--- config.mk ---
export PLATFORM = sky130hd
export DESIGN_NAME = lock_reg_bank_ctrl_flat
export DESIGN_NICKNAME = d
export VERILOG_FILES = /design/src/rtl/lock_reg_bank_ctrl_if.sv /design/src/rtl/lock_reg_bank_ctrl.sv /design/src/flat_wrapper.sv
export SDC_FILE = /design/constraint.sdc
export NUM_CORES = 1
export LEC_CHECK = 0
export BUFFER_PORTS_ARGS = -buffer_cell sky130_fd_sc_hd__buf_4
export CAP_MARGIN = 15
export CORE_AREA = 3 3 102 104
export CTS_CLUSTER_DIAMETER = 150
export CTS_CLUSTER_SIZE = 14
export DETAILED_ROUTE_END_ITERATION = 8
export DIE_AREA = 0 0 105 107
export GPL_TIMING_DRIVEN = 0
export SLEW_MARGIN = 20
export SYNTH_ARGS = -nofsm -noshare
export SYNTH_HDL_FRONTEND = slang
export SYNTH_SLANG_ARGS = --single-unit
--- constraint.sdc ---
create_clock -name Clk -period 2.4 [get_ports Clk]
set_input_delay 0.24 -clock Clk [delete_from_list [all_inputs] [get_ports Clk]]
set_output_delay 0.24 -clock Clk [all_outputs]
set_load 0.02 [all_outputs]
--- src/rtl/lock_reg_bank_ctrl_if.sv ---
// Write-request handshake bundle for one requester port of lock_reg_bank_ctrl.
interface lock_reg_bank_ctrl_if #(
    parameter int unsigned AW = 2
);
    logic          req;
    logic [AW-1:0] addr;
    logic [15:0]   wdata;
    logic          lock;
    logic          ack;
    logic          err;

    modport master (output req, addr, wdata, lock, input ack, err);
    modport slave  (input req, addr, wdata, lock, output ack, err);
endinterface

--- src/rtl/lock_reg_bank_ctrl.sv ---
// Arbitrated write controller for a bank of lockable 16-bit config registers,
// with a host port (A), a debug port (B) and a qualified debug lock override.
module lock_reg_bank_ctrl #(
    parameter int unsigned     NREG         = 4,
    parameter int unsigned     AW           = 2,
    parameter logic [NREG-1:0] DBG_OVR_MASK = NREG'(1),
    parameter logic [15:0]     RST_VAL      = 16'h0000
) (
    input  logic                     Clk,
    input  logic                     resetn,
    lock_reg_bank_ctrl_if.slave      port_a,
    lock_reg_bank_ctrl_if.slave      port_b,
    input  logic                     scan_mode,
    input  logic                     debug_unlocked,
    output logic [NREG*16-1:0]       reg_out,
    output logic [NREG-1:0]          lock_status,
    output logic                     busy
);

    typedef enum logic [1:0] {IDLE, EXEC, RESP} state_t;

    state_t                 state_q, state_d;
    logic                   rr_q, rr_d;      // 0 = A next, 1 = B next
    logic                   gnt_q, gnt_d;    // 0 = A, 1 = B
    logic [AW-1:0]          addr_q, addr_d;
    logic [15:0]            wdata_q, wdata_d;
    logic                   lk_q, lk_d;
    logic                   err_q, err_d;
    logic                   ack_a_q, ack_a_d, err_a_q, err_a_d;
    logic                   ack_b_q, ack_b_d, err_b_q, err_b_d;
    logic [NREG-1:0][15:0]  regs_q, regs_d;
    logic [NREG-1:0]        lock_q, lock_d;

    logic hit, hit_locked, hit_ovr, exec_err;

    // Address decode by comparison keeps out-of-range indices away from the arrays.
    always_comb begin
        hit        = 1'b0;
        hit_locked = 1'b0;
        hit_ovr    = 1'b0;
        for (int unsigned i = 0; i < NREG; i++) begin
            if (addr_q == AW'(i)) begin
                hit        = 1'b1;
                hit_locked = lock_q[i];
                hit_ovr    = DBG_OVR_MASK[i];
            end
        end
        exec_err = scan_mode || !hit ||
                   (hit_locked && !(gnt_q && debug_unlocked && hit_ovr));
    end

    always_comb begin
        state_d = state_q;
        rr_d    = rr_q;
        gnt_d   = gnt_q;
        addr_d  = addr_q;
        wdata_d = wdata_q;
        lk_d    = lk_q;
        err_d   = err_q;
        regs_d  = regs_q;
        lock_d  = lock_q;
        ack_a_d = 1'b0;
        err_a_d = 1'b0;
        ack_b_d = 1'b0;
        err_b_d = 1'b0;
        case (state_q)
            IDLE: begin
                if (port_a.req || port_b.req) begin
                    gnt_d   = (port_a.req && port_b.req) ? rr_q : port_b.req;
                    rr_d    = !gnt_d;
                    addr_d  = gnt_d ? port_b.addr  : port_a.addr;
                    wdata_d = gnt_d ? port_b.wdata : port_a.wdata;
                    lk_d    = gnt_d ? port_b.lock  : port_a.lock;
                    state_d = EXEC;
                end
            end
            EXEC: begin
                err_d = exec_err;
                if (!exec_err) begin
                    for (int unsigned i = 0; i < NREG; i++) begin
                        if (addr_q == AW'(i)) begin
                            regs_d[i] = wdata_q;
                            if (lk_q) lock_d[i] = 1'b1;
                        end
                    end
                end
                state_d = RESP;
            end
            RESP: begin
                if (gnt_q) begin
                    ack_b_d = 1'b1;
                    err_b_d = err_q;
                end else begin
                    ack_a_d = 1'b1;
                    err_a_d = err_q;
                end
                state_d = IDLE;
            end
            default: state_d = IDLE;
        endcase
    end

    always_ff @(posedge Clk or negedge resetn) begin
        if (!resetn) begin
            state_q <= IDLE;
            rr_q    <= 1'b0;
            gnt_q   <= 1'b0;
            addr_q  <= '0;
            wdata_q <= '0;
            lk_q    <= 1'b0;
            err_q   <= 1'b0;
            ack_a_q <= 1'b0;
            err_a_q <= 1'b0;
            ack_b_q <= 1'b0;
            err_b_q <= 1'b0;
            regs_q  <= {NREG{RST_VAL}};
            lock_q  <= '0;
        end else begin
            state_q <= state_d;
            rr_q    <= rr_d;
            gnt_q   <= gnt_d;
            addr_q  <= addr_d;
            wdata_q <= wdata_d;
            lk_q    <= lk_d;
            err_q   <= err_d;
            ack_a_q <= ack_a_d;
            err_a_q <= err_a_d;
            ack_b_q <= ack_b_d;
            err_b_q <= err_b_d;
            regs_q  <= regs_d;
            lock_q  <= lock_d;
        end
    end

    assign port_a.ack  = ack_a_q;
    assign port_a.err  = err_a_q;
    assign port_b.ack  = ack_b_q;
    assign port_b.err  = err_b_q;
    assign reg_out     = regs_q;
    assign lock_status = lock_q;
    assign busy        = (state_q != IDLE);

endmodule

--- src/flat_wrapper.sv ---
// flat-port wrapper written by rule: the top's interface ports become plain ports
module lock_reg_bank_ctrl_flat 
#(
    parameter int unsigned     NREG         = 4,
    parameter int unsigned     AW           = 2,
    parameter logic [NREG-1:0] DBG_OVR_MASK = NREG'(1),
    parameter logic [15:0]     RST_VAL      = 16'h0000
)
  (Clk, resetn, scan_mode, debug_unlocked, reg_out, lock_status, busy, port_a_req, port_a_addr, port_a_wdata, port_a_lock, port_a_ack, port_a_err, port_b_req, port_b_addr, port_b_wdata, port_b_lock, port_b_ack, port_b_err);
  lock_reg_bank_ctrl_if #(.AW(AW)) port_a_i ();
  lock_reg_bank_ctrl_if #(.AW(AW)) port_b_i ();
  input  logic Clk;
  input  logic resetn;
  input  logic scan_mode;
  input  logic debug_unlocked;
  output logic [NREG*16-1:0] reg_out;
  output logic [NREG-1:0] lock_status;
  output logic busy;
  input wire logic [$bits(port_a_i.req)-1:0] port_a_req;
  input wire logic [$bits(port_a_i.addr)-1:0] port_a_addr;
  input wire logic [$bits(port_a_i.wdata)-1:0] port_a_wdata;
  input wire logic [$bits(port_a_i.lock)-1:0] port_a_lock;
  output wire logic [$bits(port_a_i.ack)-1:0] port_a_ack;
  output wire logic [$bits(port_a_i.err)-1:0] port_a_err;
  input wire logic [$bits(port_b_i.req)-1:0] port_b_req;
  input wire logic [$bits(port_b_i.addr)-1:0] port_b_addr;
  input wire logic [$bits(port_b_i.wdata)-1:0] port_b_wdata;
  input wire logic [$bits(port_b_i.lock)-1:0] port_b_lock;
  output wire logic [$bits(port_b_i.ack)-1:0] port_b_ack;
  output wire logic [$bits(port_b_i.err)-1:0] port_b_err;
  assign port_a_i.req = port_a_req;
  assign port_a_i.addr = port_a_addr;
  assign port_a_i.wdata = port_a_wdata;
  assign port_a_i.lock = port_a_lock;
  assign port_a_ack = port_a_i.ack;
  assign port_a_err = port_a_i.err;
  assign port_b_i.req = port_b_req;
  assign port_b_i.addr = port_b_addr;
  assign port_b_i.wdata = port_b_wdata;
  assign port_b_i.lock = port_b_lock;
  assign port_b_ack = port_b_i.ack;
  assign port_b_err = port_b_i.err;
  lock_reg_bank_ctrl #(.NREG(NREG), .AW(AW), .DBG_OVR_MASK(DBG_OVR_MASK), .RST_VAL(RST_VAL)) u_core (.Clk(Clk), .resetn(resetn), .port_a(port_a_i), .port_b(port_b_i), .scan_mode(scan_mode), .debug_unlocked(debug_unlocked), .reg_out(reg_out), .lock_status(lock_status), .busy(busy));
endmodule
==> results of run 1 <==
power groups by stage:
stage	clock, uW	combinational, uW	sequential [uW]
3_5_place_dp	0	3170	2970
2_1_floorplan	0	1180	3530
5_1_grt	1080	3370	3050
4_1_cts	1010	3180	2940
6_report	975	3140	2930
3_3_place_gp	0	3130	2950
registers in the layout, indices dropped and copies added, names as in the netlist:
name and flops:
u_core.port_a.ack 1, u_core.port_b.err 1, u_core.reg_out 64, u_core.rr_q 1, u_core.gnt_q 1, u_core.port_b.ack 1, u_core.port_a.err 1, u_core.addr_q 2
u_core.state_q 2, u_core.wdata_q 16, u_core.lock_status 4, u_core.err_q 1, u_core.lk_q 1
worst reg2reg max path, cell delays in order (launching register included):
cell	delay, ps
dfrtp_1	440
or3b_4	460
nor4_4	550
buf_6	270
mux2_2	350
cell families after synthesis:
| kind of cell | share of synthesized area [%] |
|---|---|
| multiplexers | 19.3 |
| AO/OA/AOI/OAI | 10.6 |
| AND/OR/NAND/NOR | 4.62 |
| buffers and inverters | 2.14 |
| flip-flops | 63.3 |
Yosys cell counts:
cell      instances
a21o_1            2
a221oi_1          1
mux2_2           65
buf_4             1
and2_1            2
nor2_1            3
clkbuf_1         10
dfrtp_1          96
a21oi_1           2
nand2_1           4
nand2b_1          1
and3_1            2
nand3b_1          1
inv_1             4
nor2b_1           2
a21boi_0         19
a31o_2            2
nor3_4            1
nand4_2           1
nor4_4            1
nor3b_1           1
a221o_1          19
nor3b_2           1
or2_2             1
a41o_1            2
buf_6             1
or3b_4            1
buf_2             2
and3b_2           1
cells in the final DEF, fill, tap and decap left out, types with 3 or more instances in the layout:
cell        n
inv_1       4
nand2_1     4
a221o_1    19
clkbuf_1   10
dfrtp_1    96
mux2_2     65
nor2_1      3
buf_4     116
clkbuf_8   10
a21boi_0   19
per-stage QoR:
step	instance area (um2)	setup WS, ps	hold slack, ps	util [%]	cells
floorplan	3790	510	-55.6	-	249
global placement	4830	237	472	50.1	498
detailed placement	4840	209	393	50.2	498
CTS	5030	207	75.7	52.2	515
global route	5030	147	76.0	52.2	515
finish	5030	225	97.6	52.2	515
layout make-up:
cell class	count	area share (%)
Inverter	4	0.299
Buffer	14	1.32
Clock buffer	10	2.74
Tap cell	133	3.31
Multi-Input combinational cell	135	26.1
Timing Repair Buffer	117	17.6
Clock inverter	6	0.871
Sequential cell	96	47.8
timing repair:
| action | in CTS | in global routing |
|---|---|---|
| endpoints found under the setup margin | 0 | 0 |
| hold buffers | 1 | 0 |
| endpoints found under the hold margin | 23 | 0 |
routing by layer:
layer / up-vias / track usage (%)
met2: 91 / 25.6
met4: 0 / 4.69
met5: - / 0
li1: 1175 / -
met1: 1316 / 21.7
met3: 11 / 6.44
final timing paths:
path                                        from                    end  slack [ps]
setup / recovery               u_core.state_q[1]     u_core.reg_out[13]         220
hold / removal                   port_a_wdata[0]      u_core.wdata_q[0]         100
setup reg to reg               u_core.state_q[1]     u_core.reg_out[13]         220
hold reg to reg            u_core.lock_status[0]  u_core.lock_status[0]         500
max in group asynchronous                 resetn      u_core.reg_out[1]        1300
min in group asynchronous                 resetn      u_core.port_b.err         530
==> results by group, run 1 <==
Outcome
  – Status: finished, final reports clean

Final layout
  – FF+latch area: 0.00240 mm2
  – ANT cells: 0
  – Fin nets: ~420
  – Filler cell count: 871
  – Share of cells above drive strength 1: 55.0%
  – Area of the multi-input gates: 0.00131 mm2
  – Area growth syn-to-layout: 32.5%

Synthesis
  – Share of the synthesized area in the top cell type: 63.3%
  – Syn avg cell area: 15.2 um2
  – Post-synth net total: slightly below 300
  – Ys Warns: 0
  – Top cells by area, synth: dfrtp_1, mux2_2, a221o_1
  – Largest area contributor in the netlist: dfrtp_1
  – FF+latch count, synth: 96
  – Unique cell type count in the Yosys netlist: 29
  – Post-synthesis cell area: 0.00379 mm2
  – Sequential cell area fraction in the yosys report: 63.3%
  – Synth Instances: 249

Min path
  – Min-delay worst type: input port to register
  – Worst Hold Depth: 2

Critical path
  – Worst path depth: 4
  – CP max-delay cell: nor4_4
  – Crit-path max FO: 10
  – Delay-heaviest family, CP: simple AND/OR/NAND/NOR gates
  – Worst R2R Path Depth: 4
  – CP peak stage delay: 550 ps
  – Buf/Inv on CP: 1
  – CP Class: register to register
  – CP startpoint kind: register
  – Critical path endpoint category: register
  – CP required: 2650 ps
  – Arrival time of the worst setup path: approximately 2400 ps
  – Crit path cell chain: or3b_4, nor4_4, buf_6, mux2_2

GRT
  – Largest net degree at the start of global routing: 97
  – Vias in the first global route: ~2600
  – First-pass GRT wire length: 14400 um
  – Gr usage total: 16.5%
  – Grt ovf: 0
  – Initial antenna violation count: 0

Routing
  – DR pass1 iterations: 4
  – Final ANT Viol Nets: 0
  – DRT Wirelength: 9010 um
  – Via count: 2593
  – Metal2 WL: 4210 um
  – DRC viols: 0
  – Met3 wire len: 676 um
  – Initial drt markers: 75
  – DR WL/cell: 17.5 um
  – Highest metal used: met4
  – Post-DR vias/cell: 5.03
  – M1 wire length: 4010 um

CTS
  – CTS tree: done
  – H-tree levels: 3
  – Latest clock arrival within the worst-skew pair: 360 ps
  – Setup Buffers After CTS: 0
  – Num CTS Buffers: 9
  – Cts repair resizes: 0
  – Clock Path Buffers: 2
  – Root Driver: clkbuf_8
  – Reg clk slew, reported paths: 100 ps
  – # clock sinks: 96

Floorplan
  – Initial Utilization: 39.4%
  – Die Ht: 107 um
  – Die ar.: 0.0112 mm2
  – DIE WIDTH: 105 um
  – Row count: 36
  – I/O pins: 117
  – Core Footprint: 0.00964 mm2

Power and ir drop
  – Pint: 4330 uW
  – Logic gate share of total power: 44.5%
  – Cell Pwr Density: between 1000 and 1500 mW/mm2
  – Clk pwr share: 13.9%
  – Switching share of power: 38.5%
  – Net Sw Power: 2710 uW
  – Total power: 7040 uW
  – Seq pwr share: 41.6%
  – Max IR drop VDD: 0.000527 V
  – Leak Pwr: 0.00248 uW

Timing
  – Max-slew violation count: 0
  – Final setup violation count: 0
  – Pin slew with the least headroom to its limit: 850 ps
  – Crit share post-route: 90.6%
  – Slew margin rel.: 43.3%
  – Tmin final: between 2000 and 2500 ps
  – Setup tns final: 0 ps
  – Hold Fails Final Rpt: 0
  – FMAX: 460 MHz
  – Setup Skew: 9.55 ps
  – RSZ-0062 raised after global routing: false

Place
  – Routability cong.: 0.765
  – HPWL Detailed: 6310 um
  – I/O Buffers: between 100 and 150

Flow run
  – Max Cap Violations: 0
(Power assumes the default switching activity.)
==> inputs of run 2 (changes only) <==
--- a/config.mk
+++ b/config.mk
@@ -8,11 +8,14 @@
 export BUFFER_PORTS_ARGS = -buffer_cell sky130_fd_sc_hd__buf_4
 export CAP_MARGIN = 15
 export CORE_AREA = 3 3 102 104
+export CTS_BUF_LIST = sky130_fd_sc_hd__clkbuf_4
 export CTS_CLUSTER_DIAMETER = 150
 export CTS_CLUSTER_SIZE = 14
 export DETAILED_ROUTE_END_ITERATION = 8
 export DIE_AREA = 0 0 105 107
 export GPL_TIMING_DRIVEN = 0
+export MAX_ROUTING_LAYER = met4
+export SKIP_CTS_REPAIR_TIMING = 1
 export SLEW_MARGIN = 20
 export SYNTH_ARGS = -nofsm -noshare
 export SYNTH_HDL_FRONTEND = slang
==> run 2 against run 1 <==
Effect of this change: combinational power barely moved; sequential share of layout area fell by 0.32 points; sequential cell count did not move; worst setup slack got worse by 14 ps; utilization rose by 0.35 points; global-route usage rose by 0.20 points; via count did not move; power fell by 3.1%; final area rose by 0.67%; sequential power barely moved; final cell count rose by 1.9%; clock power fell by 23%; largest cell class unchanged.
==> results by group, run 2 (synthesized netlist as in run 1, its figures left out) <==
Final layout
  – Area growth syn-to-layout: 33.4%
  – Post-Route Utilization: 52.5% (+0.35 points)
  – Most frequent cells in the layout: buf_4, dfrtp_1, mux2_2
  – Most common cell after layout, fill and taps aside: buf_4
  – Fin nets: 431 (+2.4%)
  – Fin cells: 525 (+1.9%)
  – Area of the multi-input gates: 0.00131 mm2 (unchanged)
  – FF+latch area: 0.00240 mm2 (unchanged)
  – Max reg flops: 64 (unchanged)
  – ANT cells: 0 (unchanged)
  – Filler cell count: 874 (+0.34%)
  – Share of cells above drive strength 1: 53.3% (-1.7 points)

Floorplan
  – DIE WIDTH: 105 um (unchanged)
  – Die ar.: 0.0112 mm2 (unchanged)
  – Die Ht: 107 um (unchanged)
  – I/O pins: 117 (unchanged)
  – Row count: 36 (unchanged)
  – Core Footprint: 0.00964 mm2 (unchanged)
  – Initial Utilization: 39.4% (unchanged)

Critical path
  – Critical path endpoint category: register
  – Delay-heaviest family, CP: simple AND/OR/NAND/NOR gates
  – Crit path cell chain: or3b_4, nor4_4, buf_6, mux2_2
  – CP peak stage delay: 560 ps (about the same)
  – CP Class: register to register
  – Arrival time of the worst setup path: 2510 ps (+90 ps)
  – CP required: 2720 ps (+70 ps)
  – Crit-path max FO: 10 (unchanged)
  – Buf/Inv on CP: 1 (unchanged)
  – CP max-delay cell: nor4_4
  – CP startpoint kind: register

Place
  – HPWL Detailed: 6310 um (unchanged)
  – Cells after DPL: 498 (unchanged)
  – Routability cong.: 0.776 (+1.3%)
  – I/O Buffers: 116 (unchanged)

Routing
  – Final ANT Viol Nets: 0 (unchanged)
  – DRC viols: 0 (unchanged)
  – DR pass1 iterations: 4 (unchanged)
  – DR WL/cell: 17.3 um (-1.3%)
  – Via count: 2593 (unchanged)
  – Initial drt markers: 94 (+25%)
  – DRT Wirelength: 9060 um (+0.63%)
  – Post-DR vias/cell: 4.94 (-1.9%)

Timing
  – FMAX: 457 MHz (-0.64%)
  – Crit share post-route: 91.2% (+0.58 points)
  – Hold Fails Final Rpt: 0 (unchanged)
  – Final setup violation count: 0 (unchanged)
  – Pin slew with the least headroom to its limit: 849 ps (-1.59 ps)
  – Slew margin rel.: 43.4% (+0.11 points)
  – RSZ-0062 raised after global routing: false
  – Setup tns final: 0 ps (unchanged)
  – Max-slew violation count: 0 (unchanged)
  – Setup Skew: 9.13 ps (-0.428 ps)
  – Tmin final: 2190 ps (+14.0 ps)

GRT
  – Grt ovf: 0 (unchanged)
  – First-pass GRT wire length: 14300 um (-0.86%)
  – Gr usage total: 16.7% (+0.20 points)
  – Vias in the first global route: 2621 (-0.38%)
  – Initial antenna violation count: 0 (unchanged)
  – Largest net degree at the start of global routing: 97 (unchanged)

Power and ir drop
  – Leak Pwr: 0.00249 uW (+0.52%)
  – Max IR drop VDD: 0.000554 V (+5.2%)
  – Total power: 6830 uW (-3.1%)
  – Cell Pwr Density: 1350 mW/mm2 (-3.7%)

Min path
  – Min-delay worst type: input port to register

CTS
  – Latest clock arrival within the worst-skew pair: 430 ps (+70 ps)
  – Root Driver: clkbuf_4
  – H-tree levels: 3 (unchanged)
  – CTS tree: done
  – Num CTS Buffers: 9 (unchanged)
  – Reg clk slew, reported paths: 150 ps (+50 ps)
  – # clock sinks: 96 (unchanged)
  – Clock Path Buffers: 2 (unchanged)

Outcome
  – Status: finished, final reports clean

Flow run
  – Max Cap Violations: 0 (unchanged)
## run 2: cell types whose count changed in the layout (fill, tap and decap cells not counted), sizes merged
cell,change
clkbuf,-1
dlygate4sd3,+10
clkinv,+1
## run 2: layout make-up
| type | instances | area share [%] |
|---|---|---|
| Buffer | 14 | 1.31 |
| Clock buffer | 9 | 1.33 |
| Clock inverter | 7 | 0.939 |
| Inverter | 4 | 0.297 |
| Multi-Input combinational cell | 135 | 25.9 |
| Sequential cell | 96 | 47.5 |
| Tap cell | 133 | 3.29 |
| Timing Repair Buffer | 127 | 19.5 |
## run 2: worst paths after layout
path                                  startpoint                     to  slack (ps)  cells past startpoint
setup / recovery               u_core.state_q[1]     u_core.reg_out[13]         210                      4
hold / removal                   port_a_wdata[2]      u_core.wdata_q[2]          30                      2
setup reg to reg               u_core.state_q[1]     u_core.reg_out[13]         210                      4
hold reg to reg            u_core.lock_status[0]  u_core.lock_status[0]         510                      1
max in group asynchronous                 resetn      u_core.reg_out[1]        1390                      2
min in group asynchronous                 resetn      u_core.port_b.err         440                      2
## run 2: metal layers
| metal | vias to the layer above | track usage (%) | wire (um) |
|---|---|---|---|
| li1 | 1197 | - | - |
| met1 | 1304 | 21.7 | 4120 |
| met2 | 84 | 25.8 | 4300 |
| met3 | 8 | 5.66 | 555 |
| met4 | 0 | 3.56 | 85 |
| met5 | - | - | 0 |
## run 2: report_power, final
part / internal [uW] / total, uW / switching, uW
logic: 1550 / 3150 / 1600
registers: 2370 / 2920 / 550
clock network: 214 / 751 / 537
## run 2: through the flow
stage	area (um2)	hold slack [ps]	worst slack [ps]
after floorplan	3790	-55.6	510
after global placement	4830	472	237
after detailed placement	4840	393	209
after CTS	4950	-95.0	197
after global routing	5060	1.11	141
final	5060	27.2	211
==> inputs of run 3 (changes only) <==
==> constraint.sdc (replaced) <==
create_clock -name Clk -period 2.8 [get_ports Clk]
set_input_delay 0.28 -clock Clk [delete_from_list [all_inputs] [get_ports Clk]]
set_output_delay 0.28 -clock Clk [all_outputs]
set_load 0.02 [all_outputs]
==> run 3 against run 2 <==
Effect of this change: sequential cell count did not move; routed wire length decreased by 0.65%; final cell count shrank 1.9%; sequential share of layout area up 0.96 points; utilization down 1.0 points; global-route usage unchanged; worst hold slack improved by 42 ps; first-iteration DRC count down 18%; via count decreased by 1.4%; largest cell class unchanged; highest routed layer unchanged.
==> results by group, run 3 (synthesized netlist as in run 1, its figures left out) <==
Floorplan
  – Die Ht: 107 um (unchanged)
  – Die ar.: 0.0112 mm2 (unchanged)
  – I/O pins: 117 (unchanged)
  – Row count: 36 (unchanged)
  – DIE WIDTH: 105 um (unchanged)
  – Initial Utilization: 39.4% (unchanged)
  – Core Footprint: 0.00964 mm2 (unchanged)

Power and ir drop
  – Leak Pwr: 0.00245 uW (-1.7%)
  – Total power: 5840 uW (-14%)
  – Max IR drop VDD: 0.000475 V (-14%)
  – Cell Pwr Density: 1180 mW/mm2 (-13%)

Critical path
  – Crit path cell chain: or3b_4, nor4_4, buf_6, mux2_2
  – Delay-heaviest family, CP: simple AND/OR/NAND/NOR gates
  – CP required: 3120 ps (+400 ps)
  – Worst reg2reg startpoint: u_core.state_q[1]
  – Critical path endpoint category: register
  – Arrival time of the worst setup path: 2500 ps (about the same)
  – CP max-delay cell: nor4_4
  – CP peak stage delay: 550 ps (about the same)
  – Worst reg-to-reg setup slack: 620 ps (+410 ps)
  – CP startpoint kind: register
  – Worst R2R End: u_core.reg_out[13]
  – CP Class: register to register
  – Buf/Inv on CP: 1 (unchanged)
  – Worst path depth: 4 (unchanged)
  – Worst R2R Path Depth: 4 (unchanged)
  – Crit-path max FO: 10 (unchanged)

Final layout
  – Share of cells above drive strength 1: 54.7% (+1.4 points)
  – Post-Route Utilization: 51.5% (-1.0 points)
  – Area growth syn-to-layout: 30.7%
  – Most common cell after layout, fill and taps aside: buf_4
  – Fin nets: 421 (-2.3%)
  – ANT cells: 0 (unchanged)
  – Fin area: 0.00496 mm2 (-2.0%)
  – Most frequent cells in the layout: buf_4, dfrtp_1, mux2_2
  – Max reg flops: 64 (unchanged)

Routing
  – Post-DR vias/cell: 4.97 (+0.53%)
  – DR pass1 iterations: 4 (unchanged)
  – Initial drt markers: 77 (-18%)
  – DR WL/cell: 17.5 um (+1.3%)
  – Via count: 2557 (-1.4%)
  – DRC viols: 0 (unchanged)
  – DRT Wirelength: 9000 um (-0.65%)
  – Final ANT Viol Nets: 0 (unchanged)

CTS
  – # clock sinks: 96 (unchanged)
  – Latest clock arrival within the worst-skew pair: 430 ps (about the same)
  – Clock Path Buffers: 2 (unchanged)
  – H-tree levels: 3 (unchanged)
  – Reg clk slew, reported paths: 150 ps (about the same)
  – CTS tree: done
  – Num CTS Buffers: 9 (unchanged)
  – Root Driver: clkbuf_4

GRT
  – Largest net degree at the start of global routing: 97 (unchanged)
  – First-pass GRT wire length: 14300 um (unchanged)
  – Gr usage total: 16.7% (unchanged)
  – Initial antenna violation count: 0 (unchanged)
  – Vias in the first global route: 2621 (unchanged)
  – Grt ovf: 0 (unchanged)

Min path
  – Worst Hold Path EP: u_core.wdata_q[3]
  – Worst Hold Depth: 2 (unchanged)
  – Hold Crit Start: port_b_wdata[3]
  – Min-delay worst type: input port to register

Timing
  – Setup tns final: 0 ps (unchanged)
  – Pin slew with the least headroom to its limit: 851 ps (+1.92 ps)
  – Tmin final: 2180 ps (-9.31 ps)
  – Final setup violation count: 0 (unchanged)
  – FMAX: 459 MHz (+0.43%)
  – Worst setup margin: 620 ps (+409 ps)
  – Slew margin rel.: 43.3% (-0.13 points)
  – Setup Skew: 10.3 ps (+1.16 ps)
  – RSZ-0062 raised after global routing: false
  – Max-slew violation count: 0 (unchanged)
  – Hold Fails Final Rpt: 0 (unchanged)
  – Crit share post-route: 77.9% (-13 points)

Place
  – Post-place setup slack: 609 ps (+400 ps)
  – Placed cell areas: 0.00484 mm2 (unchanged)
  – I/O Buffers: 116 (unchanged)
  – Routability cong.: 0.776 (unchanged)
  – HPWL Detailed: 6310 um (unchanged)

Flow run
  – Max Cap Violations: 0 (unchanged)

Outcome
  – Status: finished, final reports clean
[run 3: cell count changes in the layout (fill, tap and decap cells not counted)]
| cell | before | now |
|---|---|---|
| dlygate4sd3_1 | 11 | 1 |
[run 3: worst max-delay path by stage]
| stage | start | to | slack, ps |
|---|---|---|---|
| 6_report | u_core.state_q[1] | u_core.reg_out[13] | 620 |
| 5_1_grt | u_core.state_q[1] | busy | 520 |
| 2_1_floorplan | u_core.state_q[1] | u_core.reg_out[10] | 910 |
| 3_3_place_gp | u_core.state_q[1] | u_core.reg_out[7] | 640 |
| 4_1_cts | u_core.state_q[1] | u_core.reg_out[14] | 600 |
| 3_5_place_dp | u_core.state_q[1] | u_core.reg_out[8] | 610 |
[run 3: power by group]
| part | total (uW) | leakage (uW) | internal, uW | switching, uW |
|---|---|---|---|---|
| registers | 2510 | 0.00122 | 2040 | 471 |
| clock network | 641 | 0.0000637 | 183 | 458 |
| logic | 2690 | 0.00116 | 1320 | 1370 |
| total | 5840 | 0.00245 | 3540 | 2300 |
[run 3: stage by stage]
step | hold slack, ps | cells
after floorplan | -15.6 | 249
after global placement | 477 | 498
after detailed placement | 433 | 498
after CTS | -55.0 | 514
after global routing | 21.4 | 515
final | 69.6 | 515
[run 3: cell type report]
class / count / area [um2]
fill: 879 / 4680
sequential: 96 / 2400
multi-input combinational: 135 / 1310
timing repair buffer: 117 / 885
tap: 133 / 166
clock buffer: 9 / 67.6
buffer: 14 / 66.3
clock inverter: 7 / 47.5
inverter: 4 / 15.0
[run 3: layer usage]
| metal | track usage (%) | share of wire, % |
|---|---|---|
| met1 | 21.7 | 46 |
| met3 | 5.66 | 6.4 |
| met5 | - | 0 |
| met2 | 25.8 | 47 |
| met4 | 3.56 | 0.98 |
